==> src/rtl/fsb_echo_pkg.sv <==
// rtl/fsb_echo_pkg.sv - opcode constants shared by the FSB echo node
package fsb_echo_pkg;

  localparam int OP_W = 8;

  localparam logic [OP_W-1:0] ECHO_OP   = 8'h01;
  localparam logic [OP_W-1:0] COUNT_OP  = 8'h02;
  localparam logic [OP_W-1:0] ECHO_RSP  = 8'h81;
  localparam logic [OP_W-1:0] COUNT_RSP = 8'h82;

endpackage

==> src/rtl/fsb_echo_fifo.sv <==
// rtl/fsb_echo_fifo.sv - in-order response queue with valid/ready in, valid/yumi out
module fsb_echo_fifo #(
  parameter int width_p = 80,
  parameter int els_p   = 4
) (
  input  logic               clk_i,
  input  logic               resetn_i,
  input  logic               v_i,
  input  logic [width_p-1:0] data_i,
  output logic               ready_o,
  output logic               v_o,
  output logic [width_p-1:0] data_o,
  input  logic               yumi_i
);

  localparam int ptr_w_lp = $clog2(els_p);
  localparam logic [ptr_w_lp:0]   els_lp     = (ptr_w_lp + 1)'(els_p);
  localparam logic [ptr_w_lp:0]   cnt_one_lp = (ptr_w_lp + 1)'(1);
  localparam logic [ptr_w_lp-1:0] ptr_one_lp = ptr_w_lp'(1);

  logic [width_p-1:0]  mem [els_p];
  logic [ptr_w_lp-1:0] wr_ptr_r, rd_ptr_r;
  logic [ptr_w_lp:0]   count_r, count_n;
  logic                full, empty, enq, deq;

  assign full    = (count_r == els_lp);
  assign empty   = (count_r == '0);
  // Outputs are forced quiet while reset is held, not just after the reset edge.
  assign ready_o = resetn_i & ~full;
  assign v_o     = resetn_i & ~empty;
  assign data_o  = v_o ? mem[rd_ptr_r] : '0;
  assign enq     = v_i & ready_o;
  assign deq     = yumi_i & v_o;

  always_comb begin
    count_n = count_r;
    case ({enq, deq})
      2'b10:   count_n = count_r + cnt_one_lp;
      2'b01:   count_n = count_r - cnt_one_lp;
      default: count_n = count_r;
    endcase
  end

  always_ff @(posedge clk_i) begin
    if (!resetn_i) begin
      wr_ptr_r <= '0;
      rd_ptr_r <= '0;
      count_r  <= '0;
    end else begin
      if (enq) wr_ptr_r <= wr_ptr_r + ptr_one_lp;
      if (deq) rd_ptr_r <= rd_ptr_r + ptr_one_lp;
      count_r <= count_n;
    end
  end

  always_ff @(posedge clk_i) begin
    if (enq) mem[wr_ptr_r] <= data_i;
  end

endmodule

==> src/rtl/fsb_echo_node.sv <==
// rtl/fsb_echo_node.sv - FSB slave that echoes packets and answers count queries
module fsb_echo_node
  import fsb_echo_pkg::*;
#(
  parameter int fsb_width_p = 80,
  parameter int els_p       = 4
) (
  input  logic                   clk_i,
  input  logic                   resetn_i,
  input  logic                   v_i,
  input  logic [fsb_width_p-1:0] data_i,
  output logic                   ready_o,
  output logic                   v_o,
  output logic [fsb_width_p-1:0] data_o,
  input  logic                   yumi_i,
  output logic [31:0]            rx_count_o,
  output logic [31:0]            drop_count_o
);

  logic [OP_W-1:0]        op;
  logic                   is_echo, is_count, is_known, accept, fifo_ready;
  logic [31:0]            rx_count_r, drop_count_r, rx_next;
  logic [fsb_width_p-1:0] rsp;

  assign op       = data_i[fsb_width_p-1 -: OP_W];
  assign is_echo  = (op == ECHO_OP);
  assign is_count = (op == COUNT_OP);
  assign is_known = is_echo | is_count;
  assign accept   = v_i & fifo_ready;
  assign ready_o  = fifo_ready;
  assign rx_next  = rx_count_r + 32'd1;

  // A count reply reports the counter including the query itself.
  always_comb begin
    rsp = data_i;
    rsp[fsb_width_p-1 -: OP_W] = ECHO_RSP;
    if (is_count) begin
      rsp = '0;
      rsp[fsb_width_p-1 -: OP_W] = COUNT_RSP;
      rsp[31:0] = rx_next;
    end
  end

  fsb_echo_fifo #(
    .width_p(fsb_width_p),
    .els_p  (els_p)
  ) rsp_fifo (
    .clk_i   (clk_i),
    .resetn_i(resetn_i),
    .v_i     (v_i & is_known),
    .data_i  (rsp),
    .ready_o (fifo_ready),
    .v_o     (v_o),
    .data_o  (data_o),
    .yumi_i  (yumi_i)
  );

  always_ff @(posedge clk_i) begin
    if (!resetn_i) begin
      rx_count_r   <= '0;
      drop_count_r <= '0;
    end else if (accept) begin
      if (is_known) rx_count_r   <= rx_next;
      else          drop_count_r <= drop_count_r + 32'd1;
    end
  end

  assign rx_count_o   = resetn_i ? rx_count_r   : '0;
  assign drop_count_o = resetn_i ? drop_count_r : '0;

endmodule

==> config.mk <==
export PLATFORM = sky130hd
export DESIGN_NAME = fsb_echo_node
export DESIGN_NICKNAME = d
export VERILOG_FILES = /design/src/rtl/fsb_echo_pkg.sv /design/src/rtl/fsb_echo_fifo.sv /design/src/rtl/fsb_echo_node.sv
export SDC_FILE = /design/constraint.sdc
export NUM_CORES = 1
export LEC_CHECK = 0
export ABC_AREA = 1
export CAP_MARGIN = 20
export CORE_MARGIN = 2
export CORE_UTILIZATION = 25
export DETAILED_ROUTE_END_ITERATION = 12
export HOLD_SLACK_MARGIN = 0.15
export PLACE_DENSITY = 0.54
export SYNTH_ARGS = -nofsm -noshare
export SYNTH_HDL_FRONTEND = slang
export SYNTH_SLANG_ARGS = --single-unit
==> constraint.sdc <==
create_clock -name clk_i -period 13.6 [get_ports clk_i]
set_input_delay 2.72 -clock clk_i [delete_from_list [all_inputs] [get_ports clk_i]]
set_output_delay 2.72 -clock clk_i [all_outputs]
set_load 0.02 [all_outputs]
# --- Word level (Yosys, flattened, before mapping) ---
# Memory sizes are Yosys's and may differ from the RTL's. A register that Yosys moved wholly into a read port is not among the register bits.
# Cells that the tools add are included.
word_totals:
  regBits: 71
  ram_bits: 296
  out_inout_bits: 146
  elab_cells: 40
  memories: 1
mem_list:
  columns: ["name", "words", "word_bits", "read_ports", "rd_clocked_by_memory_dff", "write_ports", "line_no", "text"]
  rows:
  - ["rsp_fifo.mem", 4, 74, 1, 1, 1, "fsb_echo_fifo.sv:21", "logic [width_p-1:0] mem [els_p];"]
classes:
  mux: 9
  eq_ne: 5
  reduce_logical: 4
  bitwise: 10
  n_addsub: 6
op_table:
  columns: ["operator", "count"]
  rows:
  - ["$mux W80", 1]
  - ["$mux W74", 1]
  - ["$add A32 B1 Y32 const B", 2]
  - ["$mux W32", 2]
  - ["$eq A8 B1 Y1 const B", 1]
  - ["$eq A8 B2 Y1 const B", 1]
  - ["$and A1 B1 Y1", 6]
  - ["$pmux W3 S2", 1]
  - ["$add A2 B1 Y2 const B", 2]
  - ["$mux W2", 2]
  - ["$reduce_and A2 Y1", 2]
  - ["$add A3 B1 Y3 const B", 1]
  - ["$eq A3 B3 Y1 const B", 1]
  - ["$logic_not A3 Y1", 1]
  - ["$not A1 Y1", 3]
  - ["$sub A3 B1 Y3 const B", 1]
  - ["$eq A2 B1 Y1 const B", 1]
  - ["$eq A2 B2 Y1 const B", 1]
  - ["$mux W1", 2]
  - ["$reduce_bool A2 Y1", 1]
  - ["$or A1 B1 Y1", 1]

# --- Logic depth before layout (Yosys ltp) ---
# Gate-level depths: netlist of run 1.
logic_depth:
  word_depth: 6
  ltp_mapped: 14
  ltp_nobuf: 13

# --- Modules after synthesis ---
# Synthesis of run 1 repeated with hierarchy kept, for this count alone.
unflattened:
  cells_unflattened: 2010
  hier_area_um2: 18186.2
modules_own_cells:
  columns: ["module", "seq_area_each_um2", "n_inst", "cells_each", "area_per_inst_um2"]
  rows:
  - ["fsb_echo_fifo", 9789.4, 1, 1014, 12869.8]
  - ["fsb_echo_node", 1281.2, 1, 996, 5316.3]

# --- Worst setup path before layout of run 1 ---
# OpenSTA, ideal clock, no wires.
synth_path:
  kind: "input to register"
  startpoint: "input port data_i[75]"
  endpoint: "memory rsp_fifo.mem[0][0] in the netlist's numbering (enable)"
  n_path_buf: 1
  required_time_ns: 13.094
  slack_ns: 6.520
  setup_time_ns: 0.506
  t_arrival_ns: 6.574
  path_stages: 8
  cell_sequence: "nor2_1 -> inv_2 -> nor2_1 -> nand2_1 -> nor2_4 -> inv_2 -> buf_2 -> nor2_1"
synth_between:
  elab_chain_len: 6
  elab_cells_between_ends: 7
  cone_classes: "2 x eq/ne; 2 x mux; 3 x bitwise"
synth_lines:
  columns: ["item", "line_no", "text"]
  rows:
  - ["start: declaration", "fsb_echo_node.sv:11", "input logic [fsb_width_p-1:0] data_i,"]
  - ["$eq A8 B1 Y1 / $eq A8 B2 Y1 (equally long branches)", "fsb_echo_node.sv:26, fsb_echo_node.sv:27", null]
  - ["$or A1 B1 Y1 (*)", "fsb_echo_node.sv:28", "assign is_known = is_echo | is_count;"]
  - ["$and A1 B1 Y1 (*)", "fsb_echo_node.sv:50", ".v_i (v_i & is_known),"]
  - ["$and A1 B1 Y1 (*)", "fsb_echo_fifo.sv:32", "assign enq = v_i & ready_o;"]
  - ["$mux W1 (*)", "fsb_echo_fifo.sv:57", "if (enq) mem[wr_ptr_r] <= data_i;"]
  - ["$mux W1 (not written as such) (*)", "fsb_echo_fifo.sv:57", null]
  - ["end: declaration", "fsb_echo_fifo.sv:21", null]
# Every way passes the cells marked *; elsewhere a longest branch is shown, timed or not.

# --- Worst setup path after layout of run 1 ---
layout_path:
  startpoint: "input port resetn_i"
  endpoint: "output port data_o[18]"
layout_between:
  elab_chain_len: 2
layout_lines:
  columns: ["item", "line_no", "text"]
  rows:
  - ["start: declaration", "fsb_echo_node.sv:9", "input logic resetn_i,"]
  - ["$and A1 B1 Y1", "fsb_echo_fifo.sv:30", "assign v_o = resetn_i & ~empty;"]
  - ["$mux W80", "fsb_echo_fifo.sv:31", "assign data_o = v_o ? mem[rd_ptr_r] : '0;"]
  - ["end: declaration", "fsb_echo_node.sv:14", "output logic [fsb_width_p-1:0] data_o,"]
# Every way passes these cells.

==> results of run 1 <==
-- metrics by stage --
stage,power [mW],util [%],std cells,cell area [um2],hold WS [ps]
after floorplan,1.277,-,1899,17150,421.7
after global placement,1.316,29.84,2911,20150,436.1
after detailed placement,1.318,29.84,2911,20150,445.4
after CTS,2.391,31.73,2983,21420,453.1
after global routing,2.439,31.73,2983,21420,469.1
final,2.361,31.73,2985,21430,453.3
-- area by class of cell --
class                           count  area, um2
Multi-Input combinational cell   1229       5597
Clock inverter                     21      187.7
Inverter                          203      764.5
Sequential cell                   369      10360
Antenna cell                        2      5.005
Tap cell                          873       1092
Clock buffer                       51       1085
Fill cell                        6972      46090
Timing Repair Buffer              237       2337
-- kinds of logic (layout without fill, tap and decap cells) --
kind of cell	after synthesis	in the layout
simple gates	881	881
flops	369	369
compound gates	316	316
buf+inv	301	512
xor+xnor	19	19
fa+ha+maj	8	8
other cells	1	7
-- cell usage in the layout (no fill, tap or decap), drive strengths merged, types with 6 or more instances in the layout --
cell type	n
a21oi	119
a31oi	7
buf	14
clkbuf	51
clkdlybuf4s50	223
clkinv	13
dfxtp	73
edfxtp	296
ha	7
inv	204
nand2	318
nand3	65
nand4	13
nor2	475
nor3	6
o21ai	184
xnor2	10
xor2	9
-- worst max-delay path, delay by kind of cell --
kind / cells / cell delay [ps]
buffers and inverters: 2 / 1070
AND/OR/NAND/NOR: 1 / 480
AO/OA/AOI/OAI: 1 / 400
-- report_power, final --
part	total, mW	switching, mW	internal, mW	leakage [nW]
Combinational	0.0744	0.0425	0.0318	4.08
Clock	1.07	0.460	0.607	0.605
Sequential	1.22	0.00119	1.22	3.27
-- flip-flops by register name (all words and copies together), names as in the netlist, named ones only --
| name | count |
|---|---|
| rsp_fifo.count_r | 3 |
| rsp_fifo.wr_ptr_r | 2 |
| rx_count_r | 32 |
| drop_count_r | 32 |
| rsp_fifo.rd_ptr_r | 2 |
| rsp_fifo.mem | 296 |
-- metal layers --
metal	global-route usage [%]	vias to the layer above	wire, um
met4	3.826	6	1020
met3	2.495	67	3002
met1	18.98	6322	23090
met2	24.08	355	24480
li1	-	6552	-
met5	0	-	41
-- worst paths after layout --
| path | startpoint | endpoint | slack [ps] | depth (start not counted) |
|---|---|---|---|---|
| worst max-delay path | resetn_i | data_o[18] | 6060 | 4 |
| worst min-delay path | rsp_fifo.rd_ptr_r[1]$_SDFFE_PN0P_ | flop | 450 | 2 |
| worst max register to register | rsp_fifo.count_r[0]$_SDFFE_PN0P_ | rsp_fifo.mem[1][28]$_DFFE_PP_ | 9590 | 7 |
| worst min register to register | rsp_fifo.rd_ptr_r[1]$_SDFFE_PN0P_ | flop | 450 | 2 |
==> results.toml, run 1 <==
[placed_design]
io_buffer_count = 224
gp_congestion = 0.8406
place_worst_setup_slack_ps = 6011
hpwlAfterDp_um = 33220

[die]
die-area_um2 = 70640
core_area_um2 = 67510
start_util_pct = 25.38
num_io_pins = 230
die_w_um = 265.8
die_h_um = 265.8
row_count = 95

[setup_path]
crit_path_max_incr_delay_ps = 660
worst-setup-path-type = "in2out"
worstPathMaxFanout = 76
critical_path_required_ps = 10880
cp-end-kind = "primary output"
cp.arrival_ps = 4820
start_kind = "input pin"
cpMaxStageDelayCell = "clkdlybuf4s50_1"
cp_cell_sequence = "buf_4, nand2_4, a21oi_1, clkdlybuf4s50_1"

[logic_synthesis]
postSynthCellCount = 1895
yosysTopAreaCell = "edfxtp_1"
yosys-top-cells-area = "edfxtp_1, nor2_1, dfxtp_1, nand2_1, o21ai_0"
synth_top_family_by_area = "simple AND/OR/NAND/NOR gates"
synth_fa_ha_area_share_pct = 0.6281
synth_area_um2 = 17130
synth_compound_area_share_pct = 9.435
ys_seq_area_share_pct = 60.41
synth_flop_cell = "edfxtp_1"
ys_types = 39
synth-xor-area-share_pct = 0.9713
synth_commonest_cells = "nor2_1, nand2_1, edfxtp_1, inv_1, o21ai_0"
ys_seq_elements = 369
syn_area_per_cell_um2 = 9.041
yosysTopAreaCellShare_pct = 51.88
yosys_warnings = 0
synth_edf_count = 296
synthArstFlopShare_pct = 0
yosysMostFrequentCell = "nor2_1"
synth_mux_area_share_pct = 0
yosys.area_share.simple_pct = 21.26

[cells_and_area]
area_growth_pct = 25.06
drive_above_1_share_pct = 6.019
nNetsFinal = 2174

[detailed_routing]
via_count = 13300
detail-route-antenna-nets = 0
viasPerCell = 4.456
drt_iter0_drc = 947
wl_per_cell_um = 17.30
wirelength_um = 51630
firstDrtPassIters = 5
drcViolationCount = 0

[timing]
maxSlewViolCount = 0
setup_total_negative_slack_ps = 0
hold_violations = 0
max_freq_mhz = 132.6
fin_crit_sh_pct = 55.45
tightest_slew_ps = 1129
grt_setup_unrepaired = "false"
setup_violations = 0
timing.final.crit_period_ps = 7542
slew_headroom_pct = 24.71
setup_slack_ps = 6058
finalClockSkew_ps = 27.39

[global_routing]
overflow = 0
grt_pass1_wl_um = 77530
grt_max_degree = 80
grt_usage_pct = 14.32
antenna_found_initial = 4
grt_pass1_vias = 13060

[clock_network]
numCtsBuffers = 42
clock_latency_ps = 570
htree_num_levels = 2
postCtsHoldBufs = 0
cts_setup_buffers = 0
clk_pin_slew_ps = 70
cts_root_buffer = "clkbuf_16"
cts.repair.resized = 0
cts_tree = "built"
cts.sinks = 369
cts.path.max_buffers = 3

[pwr]
power_density_nw_per_um2 = 110.2
ir_drop_v = 0.00005738
p_leak_nw = 7.958

[job]
drv_cap = 0

[run_status]
status = "completed"

[hold_path]
worstHoldPathType = "reg2reg"
Power figures use the tool's default switching activity.
==> run 2: changes to the inputs <==
==> constraint.sdc (replaced) <==
create_clock -name clk_i -period 7.3 [get_ports clk_i]
set_input_delay 1.46 -clock clk_i [delete_from_list [all_inputs] [get_ports clk_i]]
set_output_delay 1.46 -clock clk_i [all_outputs]
set_load 0.02 [all_outputs]
==> run 2 against run 1 <==
Compared with the run above:
- sequential power up 86%
- via count up 1.7%
- register-to-register slack worse by 5600 ps
- worst hold slack better by 4.4 ps
- largest cell class unchanged
- highest routed layer unchanged
==> results.toml, run 2 (synthesis gave the netlist of run 1 again) <==
[pwr]
p_clk_share_pct = 46.7
power_density_nw_per_um2 = 209.1
seq_power_share_pct = 50.3
switchingPower_mw = 0.9319
p_leak_nw = 8.054
power_frac_comb_pct = 3.0
ir_drop_v = 0.0001296
internal-power_mw = 3.587
p_sw_share_pct = 20.62

[global_routing]
antenna_found_initial = 7
grt_usage_pct = 14.59
grt_max_degree = 94
overflow = 0
grt_pass1_vias = 13100
grt_pass1_wl_um = 79130

[setup_path]
start_kind = "flop"
worst-setup-path-type = "reg2out"
critPathBufInv = 3
cp.arrival_ps = 4090
cp-end-kind = "primary output"
worstPathMaxFanout = 93
cpMaxStageDelayCell = "dfxtp_4"
critical_path_required_ps = 5840
cp_cell_sequence = "inv_4, buf_4, o21ai_0, a21oi_1, clkdlybuf4s50_1"
cpLargestDelayFamily = "buffers and inverters"
crit_path_max_incr_delay_ps = 1020

[clock_network]
cts_root_buffer = "clkbuf_16"
clock_latency_ps = 560
postCtsHoldBufs = 0
clk_pin_slew_ps = 50
cts.path.max_buffers = 3
htree_num_levels = 2
numCtsBuffers = 43
cts.sinks = 369
cts_tree = "built"
cts.repair.resized = 0
cts_setup_buffers = 0

[timing]
timing.final.crit_period_ps = 5545
setup_slack_ps = 1755
hold_violations = 0
fin_crit_sh_pct = 75.97
setup_total_negative_slack_ps = 0
maxSlewViolCount = 0
max_freq_mhz = 180.3
finalClockSkew_ps = 15.13
grt_setup_unrepaired = "false"
setup_violations = 0
tightest_slew_ps = 1148
slew_headroom_pct = 23.49

[cells_and_area]
largest_register = "rsp_fifo.mem"
final_cell_mix = "nor2_1, nand2_1, edfxtp_1"
drive_above_1_share_pct = 6.197
largest_reg_flops = 296
nNetsFinal = 2177
area_growth_pct = 26.12
final_common_cell = "nor2_1"
top_regs = "rsp_fifo.mem: 296 flops, drop_count_r: 32 flops, rx_count_r: 32 flops"

[die]
num_io_pins = 230
die_w_um = 265.8
die-area_um2 = 70640
die_h_um = 265.8
core_area_um2 = 67510
start_util_pct = 25.38
row_count = 95

[run_status]
status = "completed"

[detailed_routing]
firstDrtPassIters = 5
via_count = 13530
drt_iter0_drc = 971
viasPerCell = 4.523
detail-route-antenna-nets = 0
drcViolationCount = 0
wl_per_cell_um = 17.73
wirelength_um = 53040

[placed_design]
place_worst_setup_slack_ps = 2169
io_buffer_count = 224
hpwlAfterDp_um = 34700
gp_congestion = 0.8662

[hold_path]
worstHoldPathType = "reg2reg"

[job]
drv_cap = 0
==> run 2: cell count changes in the layout (fill, tap and decap cells not counted), moves of 2 or more <==
cell and delta:
diode_2 +2, buf_4 -2, buf_12 +3, clkbuf_8 +3, clkinvlp_4 -5, clkbuf_16 +3
==> run 2: per-layer routing <==
metal | share of wire [%] | up-vias | GRT usage, %
li1 | - | 6559 | -
met5 | 0.083 | - | 0
met1 | 45 | 6457 | 19.70
met3 | 6.7 | 78 | 3.392
met4 | 2.5 | 6 | 4.722
met2 | 45 | 429 | 23.08
==> run 2: final timing paths <==
kind                            cells after the start                        startpoint                                to  slack [ps]
worst max-delay path                                5                              flop                         data_o[3]        1750
worst min-delay path                                1  rsp_fifo.count_r[0]$_SDFFE_PN0P_  rsp_fifo.count_r[0]$_SDFFE_PN0P_         460
worst max register to register                      8  rsp_fifo.count_r[0]$_SDFFE_PN0P_      rsp_fifo.mem[3][9]$_DFFE_PP_        4020
worst min register to register                      1  rsp_fifo.count_r[0]$_SDFFE_PN0P_  rsp_fifo.count_r[0]$_SDFFE_PN0P_         460
==> run 2: stage by stage <==
step | std cells | util, % | hold WS, ps | power (mW) | instance area, um2
after global routing | 2990 | 32.00 | 473.3 | 4.670 | 21610
after global placement | 2912 | 29.91 | 438.2 | 2.452 | 20190
after floorplan | 1899 | - | 421.7 | 2.380 | 17150
after CTS | 2987 | 31.99 | 459.1 | 4.570 | 21600
final | 2991 | 32.01 | 457.7 | 4.519 | 21610
after detailed placement | 2913 | 29.95 | 453.2 | 2.455 | 20220
==> run 2: final cells by class <==
| type | count | area (um2) |
|---|---|---|
| sequential | 369 | 10360 |
| antenna | 4 | 10.01 |
| fill | 6957 | 45910 |
| inverter | 203 | 764.5 |
| tap | 873 | 1092 |
| clock buffer | 56 | 1197 |
| clock inverter | 18 | 180.2 |
| timing repair buffer | 239 | 2410 |
| multi-input combinational | 1229 | 5597 |
==> run 2: power by group through the flow <==
stage / logic (mW) / registers, mW / clock network [mW]
3_3_place_gp: 0.136 / 2.32 / 0
6_report: 0.138 / 2.27 / 2.11
4_1_cts: 0.139 / 2.27 / 2.16
5_1_grt: 0.151 / 2.27 / 2.25
3_5_place_dp: 0.138 / 2.32 / 0
2_1_floorplan: 0.0643 / 2.32 / 0
==> run 3: changes to the inputs <==
==> constraint.sdc (replaced) <==
create_clock -name clk_i -period 5.25 [get_ports clk_i]
set_input_delay 1.05 -clock clk_i [delete_from_list [all_inputs] [get_ports clk_i]]
set_output_delay 1.05 -clock clk_i [all_outputs]
set_load 0.02 [all_outputs]
==> run 3 against run 2 <==
Compared with the run above:
- worst hold slack got worse by 0.51 ps
- sequential power rose by 39%
- first-iteration DRC count fell by 22%
- cell count rose by 0.20%
- critical path depth did not move
- via count fell by 1.9%
- clock skew rose by 11 ps
- global-route usage fell by 0.28 points
- combinational power rose by 38%
- sequential share of layout area fell by 0.11 points
- wire length fell by 3.3%
- critical endpoint is now data_o[53]
- largest cell class unchanged
- largest power group unchanged
==> results.toml, run 3 (synthesis gave the netlist of run 1 again) <==
[setup_path]
reg2reg_depth = 11
critical_path_required_ps = 4200
cpMaxStageDelayCell = "clkdlybuf4s50_1"
cp.arrival_ps = 3080
worst-setup-path-type = "reg2out"
cp-end-kind = "primary output"
critPathBufInv = 3
cpLargestDelayFamily = "buffers and inverters"
crit_path_max_incr_delay_ps = 660
r2r_start = "rsp_fifo.count_r[1]$_SDFFE_PN0P_"
ff2ff_setup_slack_ps = 2380
timing.rr.end = "rsp_fifo.count_r[2]$_SDFFE_PN0P_"
worstPathMaxFanout = 70
cp_cell_sequence = "inv_4, buf_4, o21ai_0, a21oi_1, clkdlybuf4s50_1"
start_kind = "flop"

[global_routing]
grt_pass1_wl_um = 77650
grt_pass1_vias = 13330
grt_max_degree = 149
overflow = 0
grt_usage_pct = 14.32
antenna_found_initial = 8

[detailed_routing]
drt_iter0_drc = 755
wl_per_cell_um = 17.12
wirelength_um = 51310
viasPerCell = 4.430
via_count = 13280
detail-route-antenna-nets = 0
firstDrtPassIters = 5
drcViolationCount = 0

[die]
row_count = 95
die_h_um = 265.8
start_util_pct = 25.38
num_io_pins = 230
die_w_um = 265.8
die-area_um2 = 70640
core_area_um2 = 67510

[hold_path]
hp-start = "rsp_fifo.count_r[0]$_SDFFE_PN0P_"
hold_path_depth = 1
min_to = "rsp_fifo.count_r[0]$_SDFFE_PN0P_"
worstHoldPathType = "reg2reg"

[clock_network]
postCtsHoldBufs = 0
cts_setup_buffers = 0
clk_pin_slew_ps = 60
htree_num_levels = 2
cts_tree = "built"
clock_latency_ps = 580
cts.repair.resized = 0
cts.sinks = 369
cts.path.max_buffers = 3
numCtsBuffers = 42
cts_root_buffer = "clkbuf_16"

[cells_and_area]
drive_above_1_share_pct = 6.406
final_common_cell = "nor2_1"
nNetsFinal = 2183
post-route-util_pct = 32.08
area_growth_pct = 26.41
largest_reg_flops = 296
largest_register = "rsp_fifo.mem"
top_regs = "rsp_fifo.mem: 296 flops, drop_count_r: 32 flops, rx_count_r: 32 flops"
final_cell_mix = "nor2_1, nand2_1, edfxtp_1"

[placed_design]
place_worst_setup_slack_ps = 1140
gp_congestion = 0.8665
hpwlAfterDp_um = 32790
io_buffer_count = 224

[pwr]
ir_drop_v = 0.0001801
power_density_nw_per_um2 = 293.8
fin_total_pwr_mw = 6.364
p_leak_nw = 8.083

[timing]
setup_total_negative_slack_ps = 0
max_freq_mhz = 242.3
finalClockSkew_ps = 26.45
maxSlewViolCount = 0
hold_violations = 0
timing.final.crit_period_ps = 4127
slew_headroom_pct = 32.26
tightest_slew_ps = 1016
setup_violations = 0
grt_setup_unrepaired = "false"
setup_slack_ps = 1123
holdWs_ps = 457.2
fin_crit_sh_pct = 78.62

[run_status]
status = "completed"

[job]
drv_cap = 0
run 3: stage by stage:
step / cells / area, um2
after floorplan: 1899 / 17150
after global placement: 2920 / 20250
after detailed placement: 2920 / 20250
after CTS: 2996 / 21650
after global routing: 2996 / 21650
final: 2997 / 21660
run 3: worst max-delay path by stage:
stage	startpoint	endpoint	slack, ps	cells past startpoint
after detailed placement	resetn_i	rsp_fifo.mem[0][47]$_DFFE_PP_	1140	8
after global routing	flop	data_o[51]	870	5
after CTS	flop	data_o[51]	1020	5
after global placement	resetn_i	rsp_fifo.mem[0][42]$_DFFE_PP_	1230	8
final	flop	data_o[53]	1120	5
after floorplan	data_i[75]	rsp_fifo.mem[0][0]$_DFFE_PP_	-160	8
run 3: final cells by class:
| cell class | instances | area [um2] |
|---|---|---|
| antenna | 1 | 2.502 |
| clock buffer | 54 | 1117 |
| clock inverter | 22 | 284.0 |
| fill | 6979 | 45860 |
| inverter | 203 | 764.5 |
| multi-input combinational | 1229 | 5597 |
| sequential | 369 | 10360 |
| tap | 873 | 1092 |
| timing repair buffer | 246 | 2442 |
run 3: power by group:
group	switching, mW	leakage (nW)	internal (mW)
clock network	1.21	0.677	1.81
logic	0.107	4.14	0.0834
registers	0.00287	3.27	3.15
total	1.32	8.08	5.04
run 3: per-layer routing:
layer / GRT usage [%] / vias up / wire length [um]
met2: 23.76 / 324 / 23920
met5: 0 / - / 83
met1: 18.45 / 6283 / 22970
met4: 4.236 / 14 / 1248
met3: 3.475 / 84 / 3090
li1: - / 6572 / -
